==> config.mk <==
export PLATFORM = sky130hd
export DESIGN_NAME = stall_recovery_ctrl
export DESIGN_NICKNAME = d
export VERILOG_FILES = /design/src/rtl/stall_rcv_pkg.sv /design/src/rtl/stall_recovery_ctrl.sv
export SDC_FILE = /design/constraint.sdc
export NUM_CORES = 1
export LEC_CHECK = 0
export CAP_MARGIN = 0
export CELL_PAD_IN_SITES_DETAIL_PLACEMENT = 0
export CELL_PAD_IN_SITES_GLOBAL_PLACEMENT = 1
export CORE_MARGIN = 8
export CORE_UTILIZATION = 40
export CTS_BUF_LIST = sky130_fd_sc_hd__clkbuf_8
export DETAILED_ROUTE_END_ITERATION = 8
export HOLD_SLACK_MARGIN = 0.08
export PLACE_DENSITY_LB_ADDON = 0.1
export RECOVER_POWER = 100
export SLEW_MARGIN = 10
export SYNTH_ARGS = -nofsm -noshare
export SYNTH_HDL_FRONTEND = slang
export SYNTH_SLANG_ARGS = --single-unit
==> constraint.sdc <==
create_clock -name i_clk -period 1.8 [get_ports i_clk]
set_input_delay 0.36 -clock i_clk [delete_from_list [all_inputs] [get_ports i_clk]]
set_output_delay 0.36 -clock i_clk [all_outputs]
set_load 0.005 [all_outputs]
==> src/rtl/stall_rcv_pkg.sv <==
`default_nettype none
// ============================================================================
// Module      : stall_rcv_pkg
// Description : Shared state encodings and counter-width helper for the
//               stall recovery controller.
// Revision    : 1.0 - initial release
// ============================================================================
package stall_rcv_pkg;

    // FSM state encodings (3 bits)
    localparam logic [2:0] c_st_idle    = 3'd0;
    localparam logic [2:0] c_st_drain   = 3'd1;
    localparam logic [2:0] c_st_flush   = 3'd2;
    localparam logic [2:0] c_st_clear   = 3'd3;
    localparam logic [2:0] c_st_holdoff = 3'd4;

    // Bits needed to hold values 0..max_val, never less than one bit
    function automatic int cnt_w(input int max_val);
        if (max_val < 1) begin
            return 1;
        end
        return $clog2(max_val + 1);
    endfunction

endpackage
`default_nettype wire

==> src/rtl/stall_recovery_ctrl.sv <==
`default_nettype none
// ============================================================================
// Module      : stall_recovery_ctrl
// Description : Recovers from a sticky stall flag: waits for the datapath to
//               drain, flushes the FIFOs, clears the flag, then holds off
//               re-arming for a guard interval. Counts completed recoveries.
//               Optional drain timeout enabled by macro STALL_RCV_TIMEOUT_EN.
// Revision    : 1.0 - initial release
// ============================================================================
module stall_recovery_ctrl
    import stall_rcv_pkg::*;
#(
    parameter int DRAIN_CYC   = 16,
    parameter int FLUSH_CYC   = 4,
    parameter int HOLDOFF_CYC = 8,
    parameter int TO_CYC      = 1024,
    parameter int CNT_W       = 8
) (
    input  logic             i_clk,
    input  logic             i_rst_n,
    input  logic             i_stall,
    input  logic             i_busy,
    output logic             o_flush,
    output logic             o_clr,
    output logic             o_recovering,
    output logic [2:0]       o_state,
    output logic [CNT_W-1:0] o_rcv_cnt,
    output logic             o_timeout
);

    // One phase counter is shared by DRAIN, FLUSH and HOLDOFF, so it is sized
    // for the longest of the three.
    localparam int c_ph_max_a = (DRAIN_CYC > FLUSH_CYC) ? DRAIN_CYC : FLUSH_CYC;
    localparam int c_ph_max   = (c_ph_max_a > HOLDOFF_CYC) ? c_ph_max_a : HOLDOFF_CYC;
    localparam int c_ph_w     = cnt_w(c_ph_max - 1);

    localparam logic [c_ph_w-1:0] c_drain_last = c_ph_w'(DRAIN_CYC - 1);
    localparam logic [c_ph_w-1:0] c_flush_last = c_ph_w'(FLUSH_CYC - 1);
    localparam logic [c_ph_w-1:0] c_hold_last  = c_ph_w'(HOLDOFF_CYC - 1);

    // Elaboration-time parameter sanity
    if (DRAIN_CYC < 1 || FLUSH_CYC < 1 || HOLDOFF_CYC < 1 || TO_CYC <= DRAIN_CYC
        || CNT_W < 1) begin : g_param_check
        $error("stall_recovery_ctrl: illegal parameter combination");
    end

    logic [2:0]        r_state;
    logic [c_ph_w-1:0] r_phase;
    logic [CNT_W-1:0]  r_rcv_cnt;
    logic              w_to_hit;

`ifdef STALL_RCV_TIMEOUT_EN
    localparam int                c_to_w    = cnt_w(TO_CYC - 1);
    localparam logic [c_to_w-1:0] c_to_last = c_to_w'(TO_CYC - 1);

    logic [c_to_w-1:0] r_to_cnt;
    logic              r_timeout;

    assign w_to_hit = (r_to_cnt == c_to_last);

    // Total time spent in DRAIN; held at zero elsewhere so every entry starts fresh
    always_ff @(posedge i_clk or negedge i_rst_n) begin
        if (!i_rst_n) begin
            r_to_cnt <= '0;
        end else if (r_state == c_st_drain) begin
            r_to_cnt <= r_to_cnt + c_to_w'(1);
        end else begin
            r_to_cnt <= '0;
        end
    end

    // Sticky timeout flag, set when a drain is abandoned for taking too long
    always_ff @(posedge i_clk or negedge i_rst_n) begin
        if (!i_rst_n) begin
            r_timeout <= 1'b0;
        end else if (r_state == c_st_drain && i_stall && w_to_hit) begin
            r_timeout <= 1'b1;
        end
    end

    assign o_timeout = r_timeout;
`else
    assign w_to_hit  = 1'b0;
    assign o_timeout = 1'b0;
`endif

    // Recovery FSM and shared phase counter
    always_ff @(posedge i_clk or negedge i_rst_n) begin
        if (!i_rst_n) begin
            r_state <= c_st_idle;
            r_phase <= '0;
        end else begin
            case (r_state)
                c_st_idle: begin
                    r_phase <= '0;
                    if (i_stall) begin
                        r_state <= c_st_drain;
                    end
                end
                c_st_drain: begin
                    // External clear of the flag wins over everything else
                    if (!i_stall) begin
                        r_state <= c_st_idle;
                        r_phase <= '0;
                    end else if (w_to_hit) begin
                        r_state <= c_st_flush;
                        r_phase <= '0;
                    end else if (i_busy) begin
                        r_phase <= '0;
                    end else if (r_phase == c_drain_last) begin
                        r_state <= c_st_flush;
                        r_phase <= '0;
                    end else begin
                        r_phase <= r_phase + c_ph_w'(1);
                    end
                end
                c_st_flush: begin
                    if (r_phase == c_flush_last) begin
                        r_state <= c_st_clear;
                        r_phase <= '0;
                    end else begin
                        r_phase <= r_phase + c_ph_w'(1);
                    end
                end
                c_st_clear: begin
                    r_state <= c_st_holdoff;
                    r_phase <= '0;
                end
                c_st_holdoff: begin
                    if (r_phase == c_hold_last) begin
                        r_state <= i_stall ? c_st_drain : c_st_idle;
                        r_phase <= '0;
                    end else begin
                        r_phase <= r_phase + c_ph_w'(1);
                    end
                end
                default: begin
                    r_state <= c_st_idle;
                    r_phase <= '0;
                end
            endcase
        end
    end

    // Saturating count of completed recoveries, bumped on the CLEAR cycle
    always_ff @(posedge i_clk or negedge i_rst_n) begin
        if (!i_rst_n) begin
            r_rcv_cnt <= '0;
        end else if (r_state == c_st_clear && r_rcv_cnt != {CNT_W{1'b1}}) begin
            r_rcv_cnt <= r_rcv_cnt + CNT_W'(1);
        end
    end

    assign o_flush      = (r_state == c_st_flush);
    assign o_clr        = (r_state == c_st_clear);
    assign o_recovering = (r_state != c_st_idle);
    assign o_state      = r_state;
    assign o_rcv_cnt    = r_rcv_cnt;

endmodule
`default_nettype wire

==> After elaboration in Yosys (flattened, before gate mapping) <==
Index checks and enable logic that the tools add are counted.
{ "totals": {"register_bits": 15, "inputBits": 4} }
{ "op_classes": {"addsub": 2, "eq_ne": 13, "n_mux": 14, "reduce_logical": 4} }
{ "ops": {"columns": ["operator", "n"], "rows": [
  ["$mux 4", 5],
  ["$mux 3", 6],
  ["$pmux 3 s5", 1],
  ["$pmux 4 s3", 1],
  ["$add 8x1->8 const B", 1],
  ["$ne 8x8->1 const B", 1],
  ["$eq 3x2->1 const B", 2],
  ["$ne 3x3->1 const B", 2],
  ["$reduce_and 5->1", 1],
  ["$add 4x1->4 const B", 1],
  ["$eq 4x2->1 const B", 1],
  ["$eq 4x3->1 const B", 1],
  ["$eq 4x4->1 const B", 1],
  ["$ne 2x2->1 const B", 2],
  ["$eq 3x1->1 const B", 1],
  ["$eq 3x3->1 const B", 1],
  ["$logic_not 3->1", 1],
  ["$reduce_bool 3->1", 1],
  ["$ne 2x1->1 const B", 1],
  ["$logic_and 1x1->1", 1],
  ["$mux 1", 1]
]} }

==> Logic depth before layout (Yosys ltp) <==
Gate-level depths: netlist of the first run.
{ "logic_depth": {"ltp_word": 5, "mapped_depth": 5, "ltp_nobuf": 4} }

==> Worst setup path before layout of the first run <==
Ideal clock, no wire load.
{ "synth_path": {"path_kind": "register to register", "start": "register r_phase[0]", "end": "register r_phase[0]", "t_arrival_ps": 1372, "required_time_ps": 1723, "path_slack_ps": 351, "path_stages_with_launch": 5, "n_path_buf": 0, "cell_sequence": "dfrtp_1 -> ha_1 -> and3_1 -> or4_4 -> a21oi_1"} }
{ "synth_between": {"elab_chain_len": 5} }
{ "synth_rtl": {"columns": ["item", "line", "rtl"], "rows": [
  ["start, declared", "stall_recovery_ctrl.sv:48", "logic [c_ph_w-1:0] r_phase;"],
  ["start signal, assigned", "stall_recovery_ctrl.sv:114", "r_phase <= r_phase + c_ph_w'(1);"],
  ["start signal, assigned", "stall_recovery_ctrl.sv:122", "r_phase <= r_phase + c_ph_w'(1);"],
  ["start signal, assigned", "stall_recovery_ctrl.sv:134", "r_phase <= r_phase + c_ph_w'(1);"],
  ["$add 4x1->4 or $eq 4x4->1 (tied branches)", null, null],
  ["$mux 4", "stall_recovery_ctrl.sv:110", "end else if (r_phase == c_drain_last) begin"],
  ["$mux 4", "stall_recovery_ctrl.sv:108", "end else if (i_busy) begin"],
  ["$mux 4", "stall_recovery_ctrl.sv:102", "if (!i_stall) begin"],
  ["$pmux 4 s3 *", "stall_recovery_ctrl.sv:93", "case (r_state)"]
]} }
Every way passes the cells marked *; elsewhere a longest branch is shown, timed or not.
A chain may end at the register's enable or synchronous reset.

==> Worst setup path in the final report of the first run <==
{ "layout_path": {"start": "register r_state[2], in the netlist o_state[2]", "end": "output port o_state[2]"} }
{ "layout_rtl": {"columns": ["item", "line", "rtl"], "rows": [
  ["start, declared", "stall_recovery_ctrl.sv:47", "logic [2:0] r_state;"],
  ["start signal, assigned", "stall_recovery_ctrl.sv:90", "r_state <= c_st_idle;"],
  ["start signal, assigned", "stall_recovery_ctrl.sv:97", "r_state <= c_st_drain;"],
  ["start signal, assigned", "stall_recovery_ctrl.sv:103", "r_state <= c_st_idle;"],
  ["end, declared", "stall_recovery_ctrl.sv:26", "output logic [2:0] o_state,"]
]} }
No word-level cell between the ends.

==> metrics.cfg, run 1 <==
[timing]
finalCriticalPeriod_ps = 1711
finClkSkew_ps = 2.080
timing.fmax_mhz = 584.4
tightest_slew_ps = 822.0
hold_violations = 0
fin_crit_sh_pct = 95.07
drv_slew = 0
tns_ps = 0
whs_ps = 454.1
setup-violations-final = 0
rsz0062_at_grt = false
slew_headroom_pct = 45.20
worst_slack_ps = 88.70

[detailed_routing]
via_per_inst = 5.169
drtIter0Drc = 18
antenna_left = 0
dr_wl_met3_um = 97
top_layer_used = met4
drc = 0
drt-total-wl_mm = 1.817
wl_met2_um = 783
firstDrtPassIters = 4
wl_met1_um = 912
wl_per_cell_um = 13.98
vias = 672

[setup_path]
reg2regPathDepth = 5
reg2reg_slack_ps = 180
cp_data_arrival_time_ps = 1350
worst_setup_path_start_kind = flip-flop
worstReg2RegStart = o_state[1]$_DFFE_PN0P_
rr_endpoint = o_rcv_cnt[1]$_DFFE_PN0P_
worst_path_dominant_cell_family = buffers and inverters
slowest_delay_ps = 520
required_ps = 1440
crit_buf_inv = 2
crit_slowest_cell = clkdlybuf4s50_1
worstPathCellList = clkbuf_2, clkdlybuf4s50_1
crit_fanout = 8
critPathKind = reg2out
setup.worst_path.end_class = primary output

[grt]
grt_max_degree = 16
antenna_found_initial = 0
grt-ovfl-total = 0
grt_use_total_pct = 10.45
grt_pass1_wl_mm = 3.318
grt_pass1_vias = 658

[yosys]
synth_top_cell_by_area = dfrtp_1
yosysUniqueCellTypes = 36
netlist_top_cells_area = dfrtp_1, xnor2_1, xor2_1
netlist_instances = 78
syn-num-nets = 84
yosysTopAreaCellShare_pct = 44.05
yosysSeqAreaShare_pct = 44.05
synth_area_um2 = 852.1
ys_warn_count = 0
synth_seq_cells = 15
synth_area_per_cell_um2 = 10.92

[place]
place_ws_ps = 57.19
place_congestion = 0.7431
dpl.cell_count = 125
numPortBuffers = 17
placedInstanceArea_mm2 = 0.001077
post-dp-hpwl_mm = 1.341

[cells_and_area]
syn_to_final_growth_pct = 30.84
stdcell_count = 130
diodes = 0
multi_input_area_um2 = 430.4
drive_gt1_share_pct = 14.56
seq_area_um2 = 376.6
fin_nets = 110
nFillCells = 186
final_area_mm2 = 0.001115

[run_status]
status = completed

[floorplan]
die_area_mm2 = 0.003863
die_h_um = 62.16
core.rowCount = 16
core_mm2 = 0.001982
start_util_pct = 42.99
die_w_um = 62.16
io_pins = 19

[power]
ir_worst_vdd_uv = 426.1
p_comb_share_pct = 9.6
p_sw_uw = 153.3
switching_share_pct = 22.40
power_leakage_uw = 0.0005457
pwr-share-seq_pct = 51.1
cellPowerDensity_mw_per_mm2 = 613.7
p_clk_share_pct = 39.3
internal_power_uw = 530.9

[clock_tree]
clkLatencyLatePin_ps = 250
numCtsBuffers = 3
cts_buffer_depth = 2
cts-root-buf = clkbuf_8
h-tree-depth = 1
clkSlewWorstSetupHoldPaths_ps = 60
cts.sinks = 15
tritoncts = done

[job]
maxCapViolCount = 0

[hold_path]
min_delay_path_depth = 1
holdPathEnd = r_phase[0]$_DFF_PN0_
min_path_type = reg2reg
min-delay-start = r_phase[0]$_DFF_PN0_

synthesized netlist by cell type:
library cell and number:
a211o_2 2, dfrtp_1 15, o21ai_1 1, inv_1 2
o2111ai_1 2, xor2_1 3, a31o_2 1, or3_2 1
o21ai_0 1, o211ai_1 3, nand3_1 3, xnor2_1 8
conb_1 1, and2_1 2, o311a_1 1, buf_4 2
a211oi_1 1, nand2b_1 1, nor2b_1 2, nand3b_4 1
a21boi_2 1, and3_1 3, nor2_1 2, nand4b_1 1
buf_6 1, a21oi_1 4, mux2_1 1, and4_1 1
nand3b_1 2, ha_1 2, and3b_1 1, nand2_1 1
nand4_1 2, nor3_1 1, or4_4 1, buf_2 1
stage by stage:
stage                     utilization (%)  total power [uW]
after floorplan                         -             382.0
after global placement              54.36             421.1
after detailed placement            54.36             421.6
after CTS                           57.51             705.1
after global routing                56.25             718.9
final                               56.25             684.2
worst register-to-register path, delay by kind of cell, from the launching register on:
kind            cells  cell delay [ps]
compound gates      1              200
buf+inv             2              420
flops               1              350
mux                 1              340
simple gates        1              200
area by class of cell:
| cell class | count | share of cell area [%] |
|---|---|---|
| timing repair buffer | 25 | 19.87 |
| multi-input combinational | 57 | 38.61 |
| clock buffer | 3 | 3.704 |
| inverter | 2 | 0.6734 |
| tap | 27 | 3.030 |
| clock inverter | 1 | 0.3367 |
| sequential | 15 | 33.78 |
state kept, by name (all words and copies together), names as in the netlist:
name	cells
r_phase	4
o_state	3
o_rcv_cnt	8
power groups by stage:
stage / Sequential [uW] / Combinational, uW / Clock (uW)
floorplan: 357 / 24.9 / 0
global placement: 355 / 65.6 / 0
detailed placement: 356 / 65.7 / 0
CTS: 349 / 72.1 / 284
global route: 349 / 75.2 / 294
finish: 349 / 66.0 / 269
timing repair:
action	4_1_cts	5_1_grt
endpoints found under the setup margin	3	1
cloned	0	0
setup buffers	1	0
pin swaps	0	0
gates resized for setup	7	1
hold buffers	0	0
cells by family (layout without fill, tap and decap cells):
family | after synthesis | count (layout) | share of synthesized area [%]
buf+inv | 6 | 31 | 4.551
fa+ha+maj | 2 | 2 | 2.936
simple gates | 25 | 25 | 20.41
other cells | 1 | 1 | 0.4401
compound gates | 17 | 17 | 14.98
xor+xnor | 11 | 11 | 11.31
flops | 15 | 15 | 44.05
mux | 1 | 1 | 1.321
cell usage in the layout, fill, tap and decap left out, types with 2 or more instances in the layout:
cell / netlist / final
a211o_2: 2 / 2
dfrtp_1: 15 / 14
xor2_1: 3 / 3
nor2_1: 2 / 2
o211ai_1: 3 / 3
inv_1: 2 / 3
a21oi_1: 4 / 4
ha_1: 2 / 2
buf_4: 2 / 4
nand3_1: 3 / 3
o2111ai_1: 2 / 2
nand4_1: 2 / 2
clkbuf_1: 0 / 2
clkbuf_8: 0 / 3
xnor2_1: 8 / 8
and3_1: 3 / 3
dlygate4sd2_1: 0 / 2
dlygate4sd3_1: 0 / 10
nand3b_1: 2 / 2
nor2b_1: 2 / 2
and2_1: 2 / 2
clkdlybuf4s50_1: 0 / 4
worst max path at each step:
| stage | from | cells past startpoint | end | slack [ps] |
|---|---|---|---|---|
| 2_1_floorplan | r_phase[0]$_DFF_PN0_ | 4 | r_phase[0]$_DFF_PN0_ | 350 |
| 3_3_place_gp | i_stall | 4 | r_phase[0]$_DFF_PN0_ | 70 |
| 3_5_place_dp | i_stall | 4 | r_phase[0]$_DFF_PN0_ | 60 |
| 4_1_cts | o_state[2]$_DFFE_PN0P_ | 2 | o_recovering | 30 |
| 5_1_grt | o_state[1]$_DFFE_PN0P_ | 5 | o_rcv_cnt[1]$_DFFE_PN0P_ | 40 |
| 6_report | o_state[2]$_DFFE_PN0P_ | 2 | o_state[2] | 90 |
routing by layer:
metal,global-route usage [%],up-vias
met2,15.14,13
met3,4.659,3
met1,13.33,320
met4,3.499,0
li1,-,336
met5,0,-
Power figures use the tool's default switching activity.
==> run 2, diff against run 1 <==
--- a/config.mk
+++ b/config.mk
@@ -9,9 +9,10 @@
 export CELL_PAD_IN_SITES_DETAIL_PLACEMENT = 0
 export CELL_PAD_IN_SITES_GLOBAL_PLACEMENT = 1
 export CORE_MARGIN = 8
-export CORE_UTILIZATION = 40
+export CORE_UTILIZATION = 49
 export CTS_BUF_LIST = sky130_fd_sc_hd__clkbuf_8
 export DETAILED_ROUTE_END_ITERATION = 8
+export DONT_BUFFER_PORTS = 1
 export HOLD_SLACK_MARGIN = 0.08
 export PLACE_DENSITY_LB_ADDON = 0.1
 export RECOVER_POWER = 100
==> metrics.cfg, run 2 (synthesized netlist as in run 1, its figures left out) <==
[floorplan]
die_w_um = 57.70  ; -7.2%
die_h_um = 57.70  ; -7.2%
start_util_pct = 50.44  ; +7.5 points
core_mm2 = 0.001689  ; -15%
die_area_mm2 = 0.003329  ; -14%
io_pins = 19  ; unchanged
core.rowCount = 15  ; -1

[setup_path]
cp_data_arrival_time_ps = 1300  ; -50 ps
rr_endpoint = r_phase[0]$_DFF_PN0_
required_ps = 1440  ; about the same
crit_fanout = 10  ; +2
setup.worst_path.end_class = primary output
reg2reg_slack_ps = 160  ; -20 ps
worst_setup_path_start_kind = flip-flop
critPathKind = reg2out
reg2regPathDepth = 3  ; -2
critPathLaunch = o_state[1]$_DFFE_PN0P_
worstReg2RegStart = o_state[1]$_DFFE_PN0P_

[cells_and_area]
multi_input_area_um2 = 421.7  ; -2.0%
largest_reg_flops = 8  ; unchanged
final_common_cell = dfrtp_1
nFillCells = 160  ; -14%
diodes = 0  ; unchanged
seq_area_um2 = 375.4  ; -0.33%
fin_nets = 89  ; -19%
syn_to_final_growth_pct = 5.580
final_area_um2 = 899.6  ; -19%
mostFrequentLayoutCells = dfrtp_1, xnor2_1, a21oi_1
drive_gt1_share_pct = 12.20  ; -2.4 points
fin_util_pct = 53.26  ; -3.0 points

[timing]
tightest_slew_ps = 659.4  ; -162.7 ps
slew_headroom_pct = 55.90  ; +11 points
hold_violations = 0  ; unchanged
setup-violations-final = 0  ; unchanged
tns_ps = 0  ; unchanged
finClkSkew_ps = 0.6927  ; -1.387 ps
finalCriticalPeriod_ps = 1657  ; -53.83 ps
fin_crit_sh_pct = 92.08  ; -3.0 points
rsz0062_at_grt = false
timing.fmax_mhz = 603.3  ; +3.2%
drv_slew = 0  ; unchanged

[hold_path]
min-delay-start = i_stall
min_delay_path_depth = 2  ; +1
min_path_type = in2reg
holdPathEnd = o_state[0]$_DFFE_PN0P_

[grt]
grt_max_degree = 16  ; unchanged
grt-ovfl-total = 0  ; unchanged
antenna_found_initial = 0  ; unchanged
grt_use_total_pct = 10.56  ; +0.11 points
grt_pass1_vias = 550  ; -16%
grt_pass1_wl_mm = 2.732  ; -18%

[clock_tree]
tritoncts = done
cts_setup_buffers = 0  ; -1
hold_buffers = 1  ; +1
h-tree-depth = 1  ; unchanged
cts_buffer_depth = 2  ; unchanged
cts.sinks = 15  ; unchanged
clkLatencyLatePin_ps = 240  ; about the same
cts-resized-gates = 0  ; -7
clkSlewWorstSetupHoldPaths_ps = 60  ; about the same
numCtsBuffers = 3  ; unchanged
cts-root-buf = clkbuf_8

[detailed_routing]
firstDrtPassIters = 4  ; unchanged
wl_per_cell_um = 16.34  ; +17%
antenna_left = 0  ; unchanged
via_per_inst = 5.990  ; +16%
drt-total-wl_mm = 1.618  ; -11%
drc = 0  ; unchanged
vias = 593  ; -12%
drtIter0Drc = 23  ; +5

[job]
maxCapViolCount = 0  ; unchanged

[power]
cellPowerDensity_mw_per_mm2 = 710.3  ; +16%
p_total_uw = 639.0  ; -6.6%
power_leakage_uw = 0.0004184  ; -23%
ir_worst_vdd_uv = 376.3  ; -12%

[run_status]
status = completed

[place]
place_congestion = 0.8556  ; +15%
post-dp-hpwl_mm = 1.221  ; -8.9%
numPortBuffers = 0  ; -17
placedInstanceArea_um2 = 864.6  ; -20%

==> run 2: per-stage QoR <==
stage	cells	hold WS [ps]	worst slack (ps)
global route	99	285.0	61.03
detailed placement	94	64.83	262.6
finish	99	277.7	142.5
floorplan	78	64.41	350.9
CTS	99	273.4	139.7
global placement	94	64.83	278.8
==> run 2: critical path, cell delays in order, from the launching register on <==
cell	delay, ps
dfrtp_1	560
and3b_1	330
buf_4	170
==> run 2: how the worst max path moves through the flow <==
stage	end	slack, ps	depth (start not counted)
after global routing	r_phase[0]$_DFF_PN0_	60	3
after CTS	o_clr	140	2
after floorplan	r_phase[0]$_DFF_PN0_	350	4
after detailed placement	r_phase[0]$_DFF_PN0_	260	4
after global placement	r_phase[0]$_DFF_PN0_	280	4
final	o_clr	140	2
==> run 2: area by class of cell <==
cell class              instances  area share (%)
clock buffers                   3           4.590
clock inverters                 1          0.4172
inverters                       2          0.8345
multi-input cells              57           46.87
flip-flops and latches         15           41.72
well taps                      17           2.364
repair buffers                  4           3.199
==> run 2: where the power goes <==
| part | switching, uW | total (uW) | internal, uW |
|---|---|---|---|
| combinational | 18.2 | 32.2 | 14.0 |
| clock | 104 | 255 | 150 |
| sequential | 9.48 | 352 | 342 |
| total | 132 | 639 | 507 |
==> run 2: per-layer routing <==
metal / GRT usage, % / wire length, um / vias up
li1: - / - / 297
met1: 14.81 / 811 / 278
met2: 13.34 / 686 / 16
met3: 3.532 / 110 / 2
met4: 6.294 / 10 / 0
met5: 0 / 0 / -
